`src/rtl/bcd_serial_adder_seq.sv`:
```
// Multi-digit BCD addition sequencer driving an external one-digit BCD adder.
// Optional invalid-digit flag when BCD_DIGIT_CHECK_EN is defined.
module bcd_serial_adder_seq #(
  parameter int DIGITS = 4
) (
  input  logic                clk,
  input  logic                rst,
  input  logic                start,
  input  logic [4*DIGITS-1:0] op_a,
  input  logic [4*DIGITS-1:0] op_b,
  input  logic                cin,
  output logic                busy,
  output logic                done,
  output logic [4*DIGITS-1:0] result,
  output logic                cout,
  output logic                err,
  output logic [3:0]          add_a,
  output logic [3:0]          add_b,
  output logic                add_cin,
  input  logic [3:0]          add_sum,
  input  logic                add_cout
);

  localparam int IW = (DIGITS > 1) ? $clog2(DIGITS) : 1;
  localparam logic [IW-1:0] LAST_IDX = IW'(DIGITS - 1);

  typedef enum logic {
    IDLE,
    RUN
  } state_t;

  state_t state_q, state_d;

  logic [DIGITS-1:0][3:0] a_q;
  logic [DIGITS-1:0][3:0] b_q;
  logic [DIGITS-1:0][3:0] res_q;
  logic [IW-1:0]          idx_q;
  logic                   carry_q;
  logic                   cout_q;
  logic                   done_q;

  logic accept;
  logic step;
  logic last;

  always_ff @(posedge clk) begin
    if (rst) begin
      state_q <= IDLE;
    end else begin
      state_q <= state_d;
    end
  end

  always_comb begin
    state_d = state_q;
    accept  = 1'b0;
    step    = 1'b0;
    last    = 1'b0;
    unique case (state_q)
      IDLE: begin
        if (start) begin
          accept  = 1'b1;
          state_d = RUN;
        end
      end
      RUN: begin
        step = 1'b1;
        last = (idx_q == LAST_IDX);
        if (last) begin
          state_d = IDLE;
        end
      end
    endcase
  end

  // One digit pair per clock; the decimal carry ripples through carry_q.
  always_ff @(posedge clk) begin
    if (rst) begin
      a_q     <= '0;
      b_q     <= '0;
      res_q   <= '0;
      idx_q   <= '0;
      carry_q <= 1'b0;
      cout_q  <= 1'b0;
      done_q  <= 1'b0;
    end else begin
      done_q <= last;
      if (accept) begin
        a_q     <= op_a;
        b_q     <= op_b;
        carry_q <= cin;
        idx_q   <= '0;
        res_q   <= '0;
        cout_q  <= 1'b0;
      end
      if (step) begin
        res_q[idx_q] <= add_sum;
        carry_q      <= add_cout;
        if (last) begin
          cout_q <= add_cout;
        end else begin
          idx_q <= idx_q + 1'b1;
        end
      end
    end
  end

  assign busy    = (state_q == RUN);
  assign done    = done_q;
  assign result  = res_q;
  assign cout    = cout_q;
  assign add_a   = busy ? a_q[idx_q] : 4'd0;
  assign add_b   = busy ? b_q[idx_q] : 4'd0;
  assign add_cin = busy & carry_q;

`ifdef BCD_DIGIT_CHECK_EN
  logic bad_q;
  logic err_q;
  logic bad_now;

  assign bad_now = (add_a > 4'd9) | (add_b > 4'd9);

  // Sticky across the operation; published alongside done.
  always_ff @(posedge clk) begin
    if (rst) begin
      bad_q <= 1'b0;
      err_q <= 1'b0;
    end else if (accept) begin
      bad_q <= 1'b0;
      err_q <= 1'b0;
    end else if (step) begin
      bad_q <= bad_q | bad_now;
      if (last) begin
        err_q <= bad_q | bad_now;
      end
    end
  end

  assign err = err_q;
`else
  assign err = 1'b0;
`endif

endmodule

```
`config.mk`:
```
export PLATFORM = sky130hd
export DESIGN_NAME = bcd_serial_adder_seq
export DESIGN_NICKNAME = d
export VERILOG_FILES = /design/src/rtl/bcd_serial_adder_seq.sv
export SDC_FILE = /design/constraint.sdc
export NUM_CORES = 1
export LEC_CHECK = 0
export BUFFER_PORTS_ARGS = -buffer_cell sky130_fd_sc_hd__buf_2
export CAP_MARGIN = 20
export CORE_MARGIN = 5
export CORE_UTILIZATION = 50
export DETAILED_ROUTE_END_ITERATION = 12
export GPL_ROUTABILITY_DRIVEN = 0
export PLACE_DENSITY = 0.84
export RECOVER_POWER = 25
export SETUP_SLACK_MARGIN = 0.4
export SLEW_MARGIN = 10
export SYNTH_ARGS = -nofsm -noshare
export SYNTH_HDL_FRONTEND = slang
export SYNTH_SLANG_ARGS = --single-unit
```
`constraint.sdc`:
```
create_clock -name clk -period 1.7 [get_ports clk]
set_input_delay 0.17 -clock clk [delete_from_list [all_inputs] [get_ports clk]]
set_output_delay 0.17 -clock clk [all_outputs]
set_load 0.01 [all_outputs]
```
==> Yosys cells after proc, flatten, opt, wreduce, memory -nomap -nowiden <==
Index checks and enable logic that the tools add are counted.
{ "totals": {"register_bits": 54, "latch_bits": 0, "ramBits": 0, "romBits": 0, "in_bits": 41, "n_memories": 0} }
{ "op_classes": {"add_sub_neg": 1, "mul": 0, "div_mod_pow": 0, "magnitude_cmp": 2, "eq_ne": 1, "shift": 0, "n_mux": 26, "bitwise_logic": 2, "reduce_logical": 2} }
{ "ops": {"columns": ["operator", "n"], "rows": [
  ["two-way mux 16 bit", 3],
  ["two-way mux 4 bit", 5],
  ["binary-select mux 4 bit (select 2 bit)", 2],
  ["bitwise mux 16 bit", 1],
  ["two-way mux 1 bit", 10],
  ["demux 4 bit (select 2 bit)", 1],
  ["two-way mux 2 bit", 3],
  ["less-than comparator 2 x 3 -> 1 bit (second input constant)", 1],
  ["adder 2 x 1 -> 2 bit (second input constant)", 1],
  ["equality test 2 bit (second input constant)", 1],
  [">= comparator 2 x 1 -> 1 bit (second input constant)", 1],
  ["one-hot mux 1 bit (2 select lines)", 1],
  ["nonzero test 2 bit", 1],
  ["bitwise AND 1 bit", 1],
  ["logical AND 1 bit", 1],
  ["NOT 1 bit", 1]
]} }

==> Logic depth before layout (Yosys ltp) <==
{ "depth": {"word_depth": 6, "mapped_depth": 7, "mapped_depth_nobuf": 5} }

==> Worst setup path before layout <==
OpenSTA, ideal clock, no wires.
{ "synth_timing": {"path_kind": "reg2reg", "startpoint": "register idx_q[0]", "endpoint": "register res_q (netlist bit result[0])", "setup_time_ns": 0.066, "arrival_ns": 1.365, "required_ns": 1.634, "path_slack_ns": 0.269, "stages_incl_launch_ff": 8, "path_buffers": 2, "period_less_slack_ns": 1.431, "path_cell_list": "dfxtp_1 -> buf_4 -> buf_4 -> inv_1 -> ha_1 -> nand2_1 -> nand2_1 -> a21oi_2"} }
{ "synth_via": {"elab_chain_len": 6, "elab_cells_between_ends": 7} }
{ "synth_rtl": {"columns": ["element", "line_no", "rtl"], "rows": [
  ["start, declared", "37", "logic [IW-1:0] idx_q;"],
  ["start signal, assigned", "102", "idx_q <= idx_q + 1'b1;"],
  ["less-than comparator 2 x 3 -> 1 bit (implied by the code) / >= comparator 2 x 1 -> 1 bit (equally long branches)", "97", "res_q[idx_q] <= add_sum;"],
  ["logical AND 1 bit (implied by the code)", "97", null],
  ["two-way mux 4 bit (implied by the code)", "97", null],
  ["demux 4 bit (select 2 bit) *", "97", null],
  ["bitwise mux 16 bit *", "97", null],
  ["two-way mux 16 bit *", "96", "if (step) begin"],
  ["end signal, assigned by index", "97", null],
  ["end, declared", "36", "logic [DIGITS-1:0][3:0] res_q;"]
]} }
Every way passes the cells marked *; elsewhere a longest branch is shown, timed or not.
A chain may end at the register's enable or synchronous reset.

==> Worst setup path in the final report <==
{ "layout_timing": {"startpoint": "register state_q (netlist: busy)", "endpoint": "register carry_q"} }
{ "layout_via": {"elab_chain_len": 2, "elab_cells_between_ends": 4} }
{ "layout_rtl": {"columns": ["element", "line_no", "rtl"], "rows": [
  ["start, declared", "32", "state_t state_q, state_d;"],
  ["start signal, assigned", "50", "state_q <= state_d;"],
  ["two-way mux 1 bit", "59", "unique case (state_q)"],
  ["two-way mux 1 bit / nonzero test 2 bit (equally long branches)", null, null],
  ["end signal, assigned", "91", "carry_q <= cin;"],
  ["end signal, assigned", "98", "carry_q <= add_cout;"],
  ["end, declared", "38", "logic carry_q;"]
]} }
Several ways; a longest one is shown, not always the timed one.

==> impl_metrics.ini <==
[global_route]
grt_use_total_pct = 18.2
grt_first_pass_wirelength_um = 9090
gr-total-overflow = 0
grt_max_degree = 33
grt_pass1_vias = 2047
antenna_found_initial = 0

[final_layout]
stdcell_area_um2 = 2980
multi_input_area_um2 = 1180
fillers = 365
antenna_cells = 0
stdcell_count = 400
ff_latch_area_um2 = 1090
drive_above_1_share_pct = 29.9
area_delta_synth_final_pct = 30.1
nNetsFinal = 393

[hold_path]
hold_start = op_a[14]
hold-path-endpoint = a_q[14]
min_path_cells = 3
hold_path_class = primary input to register

[placed_design]
place_area_um2 = 2630
portBuffers = 68
dp_cells = 382
dp_hpwl_um = 3720

[power_and_ir_drop]
leakage_nw = 1.16
powerDensity_nw_per_um2 = 858
ir_worst_vdd_mv = 0.514
p_total_mw = 2.56

[floorplan]
dieHeight_um = 77.7
fp.dieW_um = 77.7
ios = 70
dieArea_um2 = 6040
start_util_pct = 51.9
core.rowCount = 24
core-area_um2 = 4410

[yosys]
yosysWarningCount = 0
synth_edf_count = 0
netlist_instances = 276
synth.distinct_cells = 24
synthAdderAreaFrac_pct = 2.73
synth.avg_cell_area_um2 = 8.30
synth-compound-area-share_pct = 14.5
synth_top_family_by_area = simple AND/OR/NAND/NOR gates
ys_seq_area_share_pct = 47.2
synth_mux_area_share_pct = 8.36
synth_simple_gate_area_share_pct = 20.7
syn_area_um2 = 2290
synth_xor_area_share_pct = 0.382
ys.flop_type = dfxtp_1
synth-seq-cells = 54
syn_nets = 322
async_flop_share_pct = 0

[timing]
fin_tns_setup_ns = 0
setup_viol = 0
max_freq_mhz = 660
maxSlewHeadroom_pct = 61.9
hold_viol_final = 0
worst_pin_slew_ns = 0.572
rsz0062_at_grt = yes
finalCriticalPeriod_ns = 1.51
period_share_pct = 89.1
drv_slew = 0
fin_worst_skew_ns = 0.00858
hold_slack_ns = 0.0896

[critical_path]
start_kind = register
cpMaxStageDelayCell = clkbuf_1
cp_data_required_time_ns = 1.88
r2r-end = carry_q
path_cells = buf_12 -> clkbuf_1 -> o21ai_0 -> nor2b_1
max_stage_delay_ns = 0.44
path_delay_family = buffers and inverters
crit_cells = 4
r2r_cells = 4
cp-end-kind = register
reg2reg_slack_ns = 0.19
crit_type = register to register
path_max_fanout = 11
worstPathArrival_ns = 1.70
path_buf_inv = 2
reg2reg_from = busy

[routing]
drt_iter0_markers = 109
vias = 2102
firstDrtPassIters = 4
viasPerCell = 5.26
ant_nets = 0
wl_per_cell_um = 14.4
drt_wl_total_um = 5760
drc_errors = 0

[clocking]
cts_made_buffers = 5
insertion_delay_ns = 0.31
cts_tree = yes
root_buffer = clkbuf_8
cts_buffer_depth = 2
clkTransAtPathRegs_ns = 0.09
cts_sinks = 54
h-tree-depth = 2

[job]
maxCapViolations = 0

[status]
status = completed
-- sequential cells by signal, indices dropped and copies added, names as in the netlist --
register,count
done,1
busy,1
cout,1
carry_q,1
b_q,16
a_q,16
result,16
idx_q,2
-- power breakdown --
part,switching [mW],internal (mW),total [mW]
clock,0.401,0.412,0.813
sequential,0.0359,1.32,1.35
combinational,0.202,0.189,0.391
-- worst reg2reg max path, stage by stage, from the launching register on --
cell,delay [ns]
dfxtp_4,0.42
buf_12,0.11
clkbuf_1,0.44
o21ai_0,0.24
nor2b_1,0.19
-- routing by layer --
layer	vias up	GRT usage [%]	routed length (µm)
li1	1060	-	-
met1	964	21.6	2390
met2	69	31.5	2890
met3	9	4.63	395
met4	0	6.53	83
met5	-	0	0
-- cell type report --
| cell class | count | share of cell area, % |
|---|---|---|
| Timing Repair Buffer | 84 | 17.9 |
| Tap cell | 52 | 2.18 |
| Multi-Input combinational cell | 200 | 39.4 |
| Clock buffer | 8 | 3.69 |
| Inverter | 2 | 0.252 |
| Sequential cell | 54 | 36.6 |
-- synth_stat cells, types with 3 or more instances --
cell type | number | area share, %
a21oi_1 | 40 | 8.7
a21oi_2 | 8 | 3.1
buf_2 | 7 | 1.5
buf_4 | 8 | 2.6
dfxtp_1 | 54 | 47
ha_1 | 5 | 2.7
mux2i_1 | 18 | 7.9
nand2_1 | 88 | 14
nand3_1 | 16 | 3.5
nor2_1 | 5 | 0.82
nor2b_1 | 3 | 0.82
o22ai_1 | 8 | 2.2
-- how the worst max path moves through the flow --
stage	startpoint	to	slack (ns)
2_1_floorplan	idx_q[0]	result[0]	0.40
3_3_place_gp	idx_q[0]	result[6]	0.40
3_5_place_dp	idx_q[0]	result[7]	0.34
4_1_cts	idx_q[0]	add_b[2]	0.21
5_1_grt	busy	carry_q	0.11
6_report	busy	carry_q	0.19
-- cell usage in the layout (no fill, tap or decap), types with 2 or more instances in the layout --
cell type / count
clkbuf_8: 8
nand3_1: 16
nand2_1: 83
o22ai_1: 8
buf_4: 8
dfxtp_4: 2
ha_4: 3
dfxtp_1: 51
inv_2: 2
nand2b_4: 2
clkbuf_1: 19
mux2i_2: 2
a21oi_2: 9
buf_12: 4
nand2_2: 4
a21oi_1: 39
mux2i_1: 16
nor2_1: 5
buf_2: 50
-- per-stage QoR --
| step | setup WS [ns] | utilization (%) |
|---|---|---|
| floorplan | 0.401 | - |
| global placement | 0.402 | 59.6 |
| detailed placement | 0.342 | 59.6 |
| CTS | 0.210 | 66.5 |
| global route | 0.110 | 67.5 |
| finish | 0.186 | 67.5 |
-- kinds of logic (layout without fill, tap and decap cells) --
logic type                 after synthesis  after routing
and+or+nand+nor                        116            116
buffers and inverters                   22             94
xor gates and xnor gates                 1              1
adders and majority gates                5              5
other                                    1              1
muxes                                   19             19
AOI/OAI and AO/OA                       58             58
DFF                                     54             54
-- timing repair --
item                                    4_1_cts  5_1_grt
buffers inserted                              7        1
endpoints found under the hold margin         0        0
endpoints found under the setup margin       15       28
hold buffers                                  0        0
gates resized for setup                      25       15
gates cloned                                  2        0
pin swaps                                     1        3
Note: power is estimated with default switching activity, not from simulation.
